### config.mk
export PLATFORM = sky130hd
export DESIGN_NAME = mm_interrupt_arbiter_flat
export DESIGN_NICKNAME = d
export VERILOG_FILES = /design/src/rtl/mm_interrupt_arbiter_if.sv /design/src/rtl/mm_interrupt_arbiter.sv /design/src/flat_wrapper.sv
export SDC_FILE = /design/constraint.sdc
export NUM_CORES = 1
export LEC_CHECK = 0
export BUFFER_PORTS_ARGS = -buffer_cell sky130_fd_sc_hd__buf_4
export CORE_MARGIN = 8
export CORE_UTILIZATION = 48
export CTS_CLUSTER_SIZE = 40
export DETAILED_ROUTE_END_ITERATION = 12
export PLACE_DENSITY = 0.69
export SYNTH_ARGS = -nofsm -noshare
export SYNTH_HDL_FRONTEND = slang
export SYNTH_SLANG_ARGS = --single-unit
### constraint.sdc
create_clock -name clock -period 9.2 [get_ports clock]
set_clock_uncertainty 0.15 [all_clocks]
set_input_delay 0.46 -clock clock [delete_from_list [all_inputs] [get_ports clock]]
set_output_delay 0.46 -clock clock [all_outputs]
set_load 0.02 [all_outputs]
### src/rtl/mm_interrupt_arbiter_if.sv
// ---------------------------------------------------------------------------
// mm_interrupt_arbiter_if
//   Simple memory-mapped register bus used by the interrupt arbiter.
//   master: drives we/addr/data, receives rdata (the CPU side)
//   slave : receives we/addr/data, drives combinational rdata (the arbiter)
// ---------------------------------------------------------------------------
interface mm_interrupt_arbiter_if #(
    parameter int DATA_WIDTH = 32
);
    logic                  we;
    logic [DATA_WIDTH-1:0] addr;
    logic [DATA_WIDTH-1:0] data;
    logic [DATA_WIDTH-1:0] rdata;

    modport master (output we, output addr, output data, input rdata);
    modport slave  (input we, input addr, input data, output rdata);
endinterface

### src/rtl/mm_interrupt_arbiter.sv
// ---------------------------------------------------------------------------
// mm_interrupt_arbiter
//   Memory-mapped priority interrupt controller. Captures rising edges on
//   i_irq_in into PENDING, masks with ENABLE, dispatches the lowest-index
//   ready source (o_int_pc = its VECTOR, one non-stalled o_int_trigger pulse)
//   and then waits for a software EOI write before dispatching again.
//
// Ports
//   clock          system clock
//   reset          synchronous, active-high
//   i_stall        core stall; o_int_trigger holds while high
//   bus            register bus (slave modport): we/addr/data in, rdata out
//   i_irq_in       peripheral IRQ lines, rising-edge sensitive
//   o_int_pc       handler address of the dispatched source
//   o_int_trigger  interrupt request to the core
//   o_active_id    index of the dispatched source
//   o_busy         high while a source is being fired or serviced
//
// Register map (offset from BASE_ADDR, word aligned)
//   0x00 ENABLE (RW)  0x04 PENDING (R, W1C)  0x08 EOI (W)  0x0C+4*i VECTOR[i]
//
// state   | meaning
// --------+------------------------------------------------------------
// IDLE    | no source in service; dispatch when PENDING & ENABLE != 0
// FIRE    | o_int_trigger high, waiting for a non-stalled cycle
// SERVICE | handler running, waiting for an EOI write
// ---------------------------------------------------------------------------
module mm_interrupt_arbiter #(
    parameter int                    DATA_WIDTH = 32,
    parameter int                    NUM_SRC    = 4,
    parameter logic [DATA_WIDTH-1:0] BASE_ADDR  = 32'h9000_0040
) (
    input  logic                  clock,
    input  logic                  reset,
    input  logic                  i_stall,
    mm_interrupt_arbiter_if.slave bus,
    input  logic [NUM_SRC-1:0]    i_irq_in,
    output logic [DATA_WIDTH-1:0] o_int_pc,
    output logic                  o_int_trigger,
    output logic [2:0]            o_active_id,
    output logic                  o_busy
);

    localparam int WW = DATA_WIDTH - 2;

    typedef enum logic [1:0] {
        S_IDLE    = 2'd0,
        S_FIRE    = 2'd1,
        S_SERVICE = 2'd2
    } state_t;

    state_t                r_state;
    logic [NUM_SRC-1:0]    r_enable;
    logic [NUM_SRC-1:0]    r_pending;
    logic [NUM_SRC-1:0]    r_irq_prev;
    logic [DATA_WIDTH-1:0] r_vector [NUM_SRC];
    logic [DATA_WIDTH-1:0] r_int_pc;
    logic                  r_int_trigger;
    logic [2:0]            r_active_id;
    logic                  r_busy;

    // Address decode. Unaligned or out-of-range offsets (including addresses
    // below the base, which wrap to huge offsets) select nothing.
    logic [DATA_WIDTH-1:0] w_off;
    logic                  w_aligned;
    logic [WW-1:0]         w_word;
    logic                  w_sel_enable;
    logic                  w_sel_pending;
    logic                  w_sel_eoi;
    logic [NUM_SRC-1:0]    w_sel_vec;

    assign w_off         = bus.addr - BASE_ADDR;
    assign w_aligned     = (w_off[1:0] == 2'b00);
    assign w_word        = w_off[DATA_WIDTH-1:2];
    assign w_sel_enable  = w_aligned && (w_word == WW'(0));
    assign w_sel_pending = w_aligned && (w_word == WW'(1));
    assign w_sel_eoi     = w_aligned && (w_word == WW'(2));

    for (genvar g = 0; g < NUM_SRC; g++) begin : g_vec_sel
        assign w_sel_vec[g] = w_aligned && (w_word == WW'(3 + g));
    end

    always_comb begin
        bus.rdata = '0;
        if (w_sel_enable) begin
            bus.rdata[NUM_SRC-1:0] = r_enable;
        end else if (w_sel_pending) begin
            bus.rdata[NUM_SRC-1:0] = r_pending;
        end else begin
            for (int i = 0; i < NUM_SRC; i++) begin
                if (w_sel_vec[i]) bus.rdata = r_vector[i];
            end
        end
    end

    logic [NUM_SRC-1:0]    w_edge;
    logic [NUM_SRC-1:0]    w_req;
    logic [NUM_SRC-1:0]    w_w1c;
    logic [NUM_SRC-1:0]    w_win_onehot;
    logic [NUM_SRC-1:0]    w_dispatch_clr;
    logic [2:0]            w_win_id;
    logic [DATA_WIDTH-1:0] w_win_pc;

    assign w_edge = i_irq_in & ~r_irq_prev;
    assign w_req  = r_pending & r_enable;
    assign w_w1c  = (bus.we && w_sel_pending) ? bus.data[NUM_SRC-1:0] : '0;

    // Descending scan so the lowest ready index wins.
    always_comb begin
        w_win_onehot = '0;
        w_win_id     = '0;
        w_win_pc     = '0;
        for (int i = NUM_SRC - 1; i >= 0; i--) begin
            if (w_req[i]) begin
                w_win_onehot    = '0;
                w_win_onehot[i] = 1'b1;
                w_win_id        = 3'(i);
                w_win_pc        = r_vector[i];
            end
        end
    end

    assign w_dispatch_clr = (r_state == S_IDLE) ? w_win_onehot : '0;

    always_ff @(posedge clock) begin
        if (reset) begin
            r_state       <= S_IDLE;
            r_enable      <= '0;
            r_pending     <= '0;
            r_irq_prev    <= '0;
            r_int_pc      <= '0;
            r_int_trigger <= 1'b0;
            r_active_id   <= '0;
            r_busy        <= 1'b0;
            for (int i = 0; i < NUM_SRC; i++) r_vector[i] <= '0;
        end else begin
            r_irq_prev <= i_irq_in;
            // New edges win over both W1C and the dispatch clear.
            r_pending  <= (r_pending & ~w_w1c & ~w_dispatch_clr) | w_edge;

            if (bus.we && w_sel_enable) r_enable <= bus.data[NUM_SRC-1:0];
            for (int i = 0; i < NUM_SRC; i++) begin
                if (bus.we && w_sel_vec[i]) r_vector[i] <= bus.data;
            end

            case (r_state)
                S_IDLE: begin
                    if (|w_req) begin
                        r_state       <= S_FIRE;
                        r_int_pc      <= w_win_pc;
                        r_active_id   <= w_win_id;
                        r_int_trigger <= 1'b1;
                        r_busy        <= 1'b1;
                    end
                end
                S_FIRE: begin
                    if (!i_stall) begin
                        r_state       <= S_SERVICE;
                        r_int_trigger <= 1'b0;
                    end
                end
                S_SERVICE: begin
                    if (bus.we && w_sel_eoi) begin
                        r_state <= S_IDLE;
                        r_busy  <= 1'b0;
                    end
                end
                default: begin
                    r_state       <= S_IDLE;
                    r_int_trigger <= 1'b0;
                    r_busy        <= 1'b0;
                end
            endcase
        end
    end

    assign o_int_pc      = r_int_pc;
    assign o_int_trigger = r_int_trigger;
    assign o_active_id   = r_active_id;
    assign o_busy        = r_busy;

endmodule
### src/flat_wrapper.sv
// flat-port wrapper written by rule: the top's interface ports become plain ports
module mm_interrupt_arbiter_flat 
#(
    parameter int                    DATA_WIDTH = 32,
    parameter int                    NUM_SRC    = 4,
    parameter logic [DATA_WIDTH-1:0] BASE_ADDR  = 32'h9000_0040
)
  (clock, reset, i_stall, i_irq_in, o_int_pc, o_int_trigger, o_active_id, o_busy, bus_we, bus_addr, bus_data, bus_rdata);
  mm_interrupt_arbiter_if #(.DATA_WIDTH(DATA_WIDTH)) bus_i ();
  input  logic clock;
  input  logic reset;
  input  logic i_stall;
  input  logic [NUM_SRC-1:0] i_irq_in;
  output logic [DATA_WIDTH-1:0] o_int_pc;
  output logic o_int_trigger;
  output logic [2:0] o_active_id;
  output logic o_busy;
  input wire logic [$bits(bus_i.we)-1:0] bus_we;
  input wire logic [$bits(bus_i.addr)-1:0] bus_addr;
  input wire logic [$bits(bus_i.data)-1:0] bus_data;
  output wire logic [$bits(bus_i.rdata)-1:0] bus_rdata;
  assign bus_i.we = bus_we;
  assign bus_i.addr = bus_addr;
  assign bus_i.data = bus_data;
  assign bus_rdata = bus_i.rdata;
  mm_interrupt_arbiter #(.DATA_WIDTH(DATA_WIDTH), .NUM_SRC(NUM_SRC), .BASE_ADDR(BASE_ADDR)) u_core (.clock(clock), .reset(reset), .i_stall(i_stall), .bus(bus_i), .i_irq_in(i_irq_in), .o_int_pc(o_int_pc), .o_int_trigger(o_int_trigger), .o_active_id(o_active_id), .o_busy(o_busy));
endmodule
# Word level (Yosys, flattened, before mapping)
# Memory sizes are Yosys's and may differ from the RTL's.
# Cells that the tools add are included.
dict set report word_totals {
  register_bits 51
  ram_bits 128
  wordCells 106
  mem_count 1
}
# name depth width read_ports rd_ports_with_merged_regs wr line
set memory_table {}
lappend memory_table {u_core.r_vector 4 32 4 0 4 mm_interrupt_arbiter.sv:56} ;# logic [DATA_WIDTH-1:0] r_vector [NUM_SRC];
dict set report classes {
  n_addsub 1
  n_eq_ne 11
  n_mux 49
  bitwise 14
  reduce_logical 22
}
# op n
set op_table {}
lappend op_table {{2-to-1 mux 32 bit} 12}
lappend op_table {{equality test 30 x 3 -> 1 bit (second input constant)} 3}
lappend op_table {{equality test 30 x 2 -> 1 bit (second input constant)} 2}
lappend op_table {{2-to-1 mux 28 bit} 2}
lappend op_table {{2-to-1 mux 4 bit} 8}
lappend op_table {{subtractor 32 bit (second input constant)} 1}
lappend op_table {{equality test 30 x 1 -> 1 bit (second input constant)} 1}
lappend op_table {{logical NOT 30 bit} 1}
lappend op_table {{2-to-1 mux 1 bit} 17}
lappend op_table {{bitwise AND 4 bit} 4}
lappend op_table {{logical AND 1 bit} 14}
lappend op_table {{2-to-1 mux 2 bit} 7}
lappend op_table {{NOT 4 bit} 3}
lappend op_table {{AND reduction 3 bit} 3}
lappend op_table {{one-hot mux 1 bit (3 select lines)} 2}
lappend op_table {{one-hot mux 2 bit (3 select lines)} 1}
lappend op_table {{logical NOT 2 bit} 2}
lappend op_table {{!= test 2 bit (second input constant)} 2}
lappend op_table {{bitwise OR 1 bit} 4}
lappend op_table {{bitwise OR 4 bit} 1}
lappend op_table {{OR reduction 4 bit} 1}
lappend op_table {{equality test 2 x 1 -> 1 bit (second input constant)} 1}
lappend op_table {{equality test 2 bit (second input constant)} 1}
lappend op_table {{!= test 2 x 1 -> 1 bit (second input constant)} 1}
lappend op_table {{2 further kinds} 3}

# Logic depth before layout (Yosys ltp)
dict set report depth {
  depth_word 9
  mapped_depth 8
  mapped_depth_nobuf 5
}

# Least setup slack after synthesis
# No wires, ideal clock.
dict set report synth_timing {
  path_type {input to register}
  startpoint {input port bus_addr[6]}
  endpoint {memory u_core.r_vector[3][0] (enable)}
  arrival_time_ps 4174
  required_ps 8580
  path_slack_ps 4407
  path_stages 5
  path_buffers 1
  cell_sequence {nor4_4 xor2_1 or4_1 buf_2 o31ai_1}
}
# item line
set synth_lines {}
lappend synth_lines {{start: declaration} flat_wrapper.sv:19} ;# input wire logic [$bits(bus_i.addr)-1:0] bus_addr;
lappend synth_lines {{end: declaration} mm_interrupt_arbiter.sv:56}

# Worst setup path after layout
dict set report layout_timing {
  startpoint {input port bus_addr[14]}
  endpoint {output port bus_rdata[29]}
}
dict set report layout_via {
  elab_chain_cells 9
  word_cells_on_any_way 19
  cone_classes {1 x add/sub; 5 x eq/ne; 6 x mux; 7 x reduce/logical}
}
# item line
set layout_lines {}
lappend layout_lines {{subtractor 32 bit *} mm_interrupt_arbiter.sv:72} ;# assign w_off = bus.addr - BASE_ADDR;
lappend layout_lines {{equality test 30 x 2 -> 1 bit} mm_interrupt_arbiter.sv:80} ;# assign w_sel_vec[g] = w_aligned && (w_word == WW'(3 + g));
lappend layout_lines {{logical AND 1 bit} mm_interrupt_arbiter.sv:80}
lappend layout_lines {{2-to-1 mux 32 bit (4 in series)} mm_interrupt_arbiter.sv:91} ;# if (w_sel_vec[i]) bus.rdata = r_vector[i];
lappend layout_lines {{2-to-1 mux 28 bit} mm_interrupt_arbiter.sv:87} ;# end else if (w_sel_pending) begin
lappend layout_lines {{2-to-1 mux 28 bit *} mm_interrupt_arbiter.sv:85} ;# if (w_sel_enable) begin
lappend layout_lines {{end: declaration} flat_wrapper.sv:21} ;# output wire logic [$bits(bus_i.rdata)-1:0] bus_rdata;
# Mark *: on every way between the ends. The rest lies on a longest branch, timed or not.

==> metrics.md <==
| Metric | Value |
|---|---|
| Status | finished, final reports clean |
| Reg area | between 4000 and 5000 um2 |
| Post-synth EDFFs | 128 |
| Minimum clock period | 4.34 ns |
| Vias in the first global route | around 7200 |
| Hold-fix buffers, CTS | 0 |
| Pin count of the biggest net entering global routing | 59 |
| Most instantiated cells after synthesis | nor2_1 (166), edfxtp_1 (128), clkbuf_1 (65), nand2_1 (62), dfxtp_1 (50) |
| Routed wire per std cell | roughly 23 um |
| Gr ovfl total | 0 |
| Post-CTS setup buffers | 0 |
| R2r setup slk | about 5.7 ns |
| Post-cts resize count | 0 |
| Sequential area share after synthesis | a little under three fifths |
| # nets final | ~1000 |
| Total CTS buffers | 17 |
| Die X | about 150 um |
| Vias per inst | 6.22 |
| H-tree depth | 4 |
| CP Launch Point | bus_addr[14] |
| Number of synthesized register bits | 178 |
| Least-Margin Pin Slew | roughly 1.1 ns |
| DR iter-0 viols | between 1000 and 1500 |
| Vias | 7485 |
| Initial Utilization | 48.8% |
| Unrepaired setup endpoints after global routing | false |
| CP max FO | 45 |
| Final non-filler cell total | 1203 |
| Setup ws final | slightly below 5 ns |
| Synth-to-Final Area Change | 20.4% |
| Layout cell share with drive strength beyond 1 | roughly 22% |
| Post-DP HPWL | about 17 mm |
| Number of top-level pins | 141 |
| Synthesized cell area | between 8000 and 9000 um2 |
| Worst Path Required | roughly 8.6 ns |
| Post-synth top area share | 43.8% |
| Antenna-violating nets left | 0 |
| Hold Violations, Final | 0 |
| Cell chosen for the clock root | clkbuf_16 |
| GRT Util Overall | 23.7% |
| Placed cell count | 1171 |
| Routed WL | 27.1 mm |
| Setup WS pre-CTS | ~4.7 ns |
| Final setup viols | 0 |
| Count leader, synth | nor2_1 |
| Synth area leaders | edfxtp_1 (44%), dfxtp_1 (11%), nor2_1 (7.1%), a222oi_1 (3.7%), a22o_1 (3.6%) |
| Row cnt | 49 |
| Max Slew Vio Count | 0 |
| Maximum clock path buffer count | 2 |
| Die area | 22900 um2 |
| Die H | between 150 and 200 um |
| Cell mode on critical path | buf_4 |
| Rel. slew slack | 24.1% |
| Highest clock rate | between 200 and 250 MHz |
| Syn avg cell area | about 10 um2 |
| Syn nets | around 940 |
| Fillers | about 1500 |
| Fin crit share | 47.2% |
| P_leak | around 3.6 nW |
| Clk_lat worst skew | between 0.4 and 0.5 ns |
| Ant diodes | 0 |
| Arrival time of the worst setup path | ~3.7 ns |
| Port buffer count | between 100 and 150 |
| Clock transition at path regs | roughly 0.060 ns |
| Drt pass-1 iters | 9 |
| Post-Syn Instances | approximately 870 |
| Clk sinks | between 150 and 200 |
| First-pass GRT wire length | a little over 40 mm |
| WS Path Type | in -> out |
| Footprint of the multi-input gates | about 3600 um2 |
| Synth area leader | edfxtp_1 |
| Max incr delay on CP | between 1 and 1.5 ns |
| Library cells used by synthesis | 50 |
| CTS tree | built |
| Reg2reg path depth | 7 |
| Final core occ | 58.8% |
| Number of remaining DRC errors | 0 |
| Ys async rst share | 0% |
| Power Dens Cells | 163 nW/um2 |
| Peak VDD IR | around 0.14 mV |
| TNS Setup | 0 ns |
| Hold WC Path Type | in -> reg |
| Core ar. | approximately 18000 um2 |
| Setup crit end kind | primary output |
| Critical path launch point type | input pin |
| Crit path cell chain | buf_4 > nor4_4 > nand3_2 > nor4_2 > nor3_2 > buf_4 > a32o_1 > buf_4 |
| Final hold slack | 0.145 ns |
| Max stage delay cell, worst path | nor4_2 |
| Critical path endpoint | bus_rdata[29] |
| Max Cap Violations | 0 |
| Primary FF master, synth | edfxtp_1 |
| Synth Warn # | 0 |
| R2r endpoint | u_core.o_int_pc[9] |
| Initial antenna violation count | 0 |
| GPL Wtd Cong | a little over 0.8 |
| Reg2reg start | u_core.r_enable[0] |
## metal layers
layer / vias to the layer above / GRT usage (%) / share of wire, %
met5: - / 0 / 0
met4: 0 / 8.26 / 2.4
met3: 58 / 6.18 / 11
met2: 458 / 38.3 / 47
met1: 3518 / 30.2 / 40
li1: 3451 / - / -
## worst max-delay path: cells and delay by family
kind / cells / cell delay (ns)
buf+inv: 3 / 0.54
compound gates: 1 / 0.30
simple gates: 4 / 2.42
## layout by cell type, fill, tap and decap left out, drive strengths merged, types with 2 or more instances in the layout
cell / n
nor2: 166
buf: 157
edfxtp: 128
nand2: 62
dfxtp: 50
nor4: 44
a211oi: 36
a22o: 36
and2: 34
inv: 34
a222oi: 32
a21oi: 31
or3: 20
o22ai: 20
clkbuf: 18
o2bb2ai: 12
a32o: 12
nand3: 11
nand4: 7
nor2b: 6
nor3: 6
o31ai: 6
and3: 5
clkinv: 5
mux2: 4
nand4b: 4
or4: 4
nand2b: 3
clkinvlp: 3
a31oi: 2
and4: 2
## how the worst min path moves through the flow
stage                                        to  cells past startpoint             startpoint
after global placement    u_core.o_active_id[0]                      2  u_core.o_active_id[0]
after global routing      u_core.r_vector[3][6]                      2            bus_data[6]
final                      u_core.r_irq_prev[2]                      2            i_irq_in[2]
after detailed placement  u_core.o_active_id[0]                      2  u_core.o_active_id[0]
after floorplan             u_core.r_pending[0]                      2   u_core.r_irq_prev[0]
after CTS                  u_core.r_irq_prev[0]                      2            i_irq_in[0]
## flip-flops by register name, summed over array words and instances (netlist names)
signal                count
u_core.o_active_id        2
u_core.o_int_trigger      1
u_core.r_pending          4
u_core.o_busy             1
u_core.r_enable           4
u_core.r_state            2
u_core.r_vector         128
u_core.o_int_pc          32
u_core.r_irq_prev         4
## report_power, final
part	switching, mW	total, mW	internal [mW]
sequential	0.0198	0.909	0.889
combinational	0.0595	0.0945	0.0349
clock	0.332	0.713	0.381
## cell type report
cell class	count	area share [%]
Sequential cell	178	45.9
Multi-Input combinational cell	578	33.7
Timing Repair Buffer	157	11.2
Clock buffer	18	4.06
Tap cell	229	2.71
Clock inverter	14	1.42
Inverter	29	1.03
## cells by family (layout without fill, tap and decap cells)
kind of cell / count (synthesis) / in the layout / share of synthesized area [%]
simple gates: 377 / 377 / 21.3
xor+xnor: 2 / 2 / 0.200
compound gates: 194 / 194 / 17.4
mux: 4 / 4 / 0.514
flops: 178 / 178 / 55.2
other cells: 1 / 1 / 0.0428
buf+inv: 113 / 218 / 5.29
## stage by stage
step           power, mW  instance area [um2]
3_5_place_dp        1.02                 9980
6_report            1.72                10600
2_1_floorplan      0.964                 8770
3_3_place_gp        1.02                 9980
4_1_cts             1.72                10600
5_1_grt             1.76                10600
No activity file was read; power rests on OpenSTA's default activity.
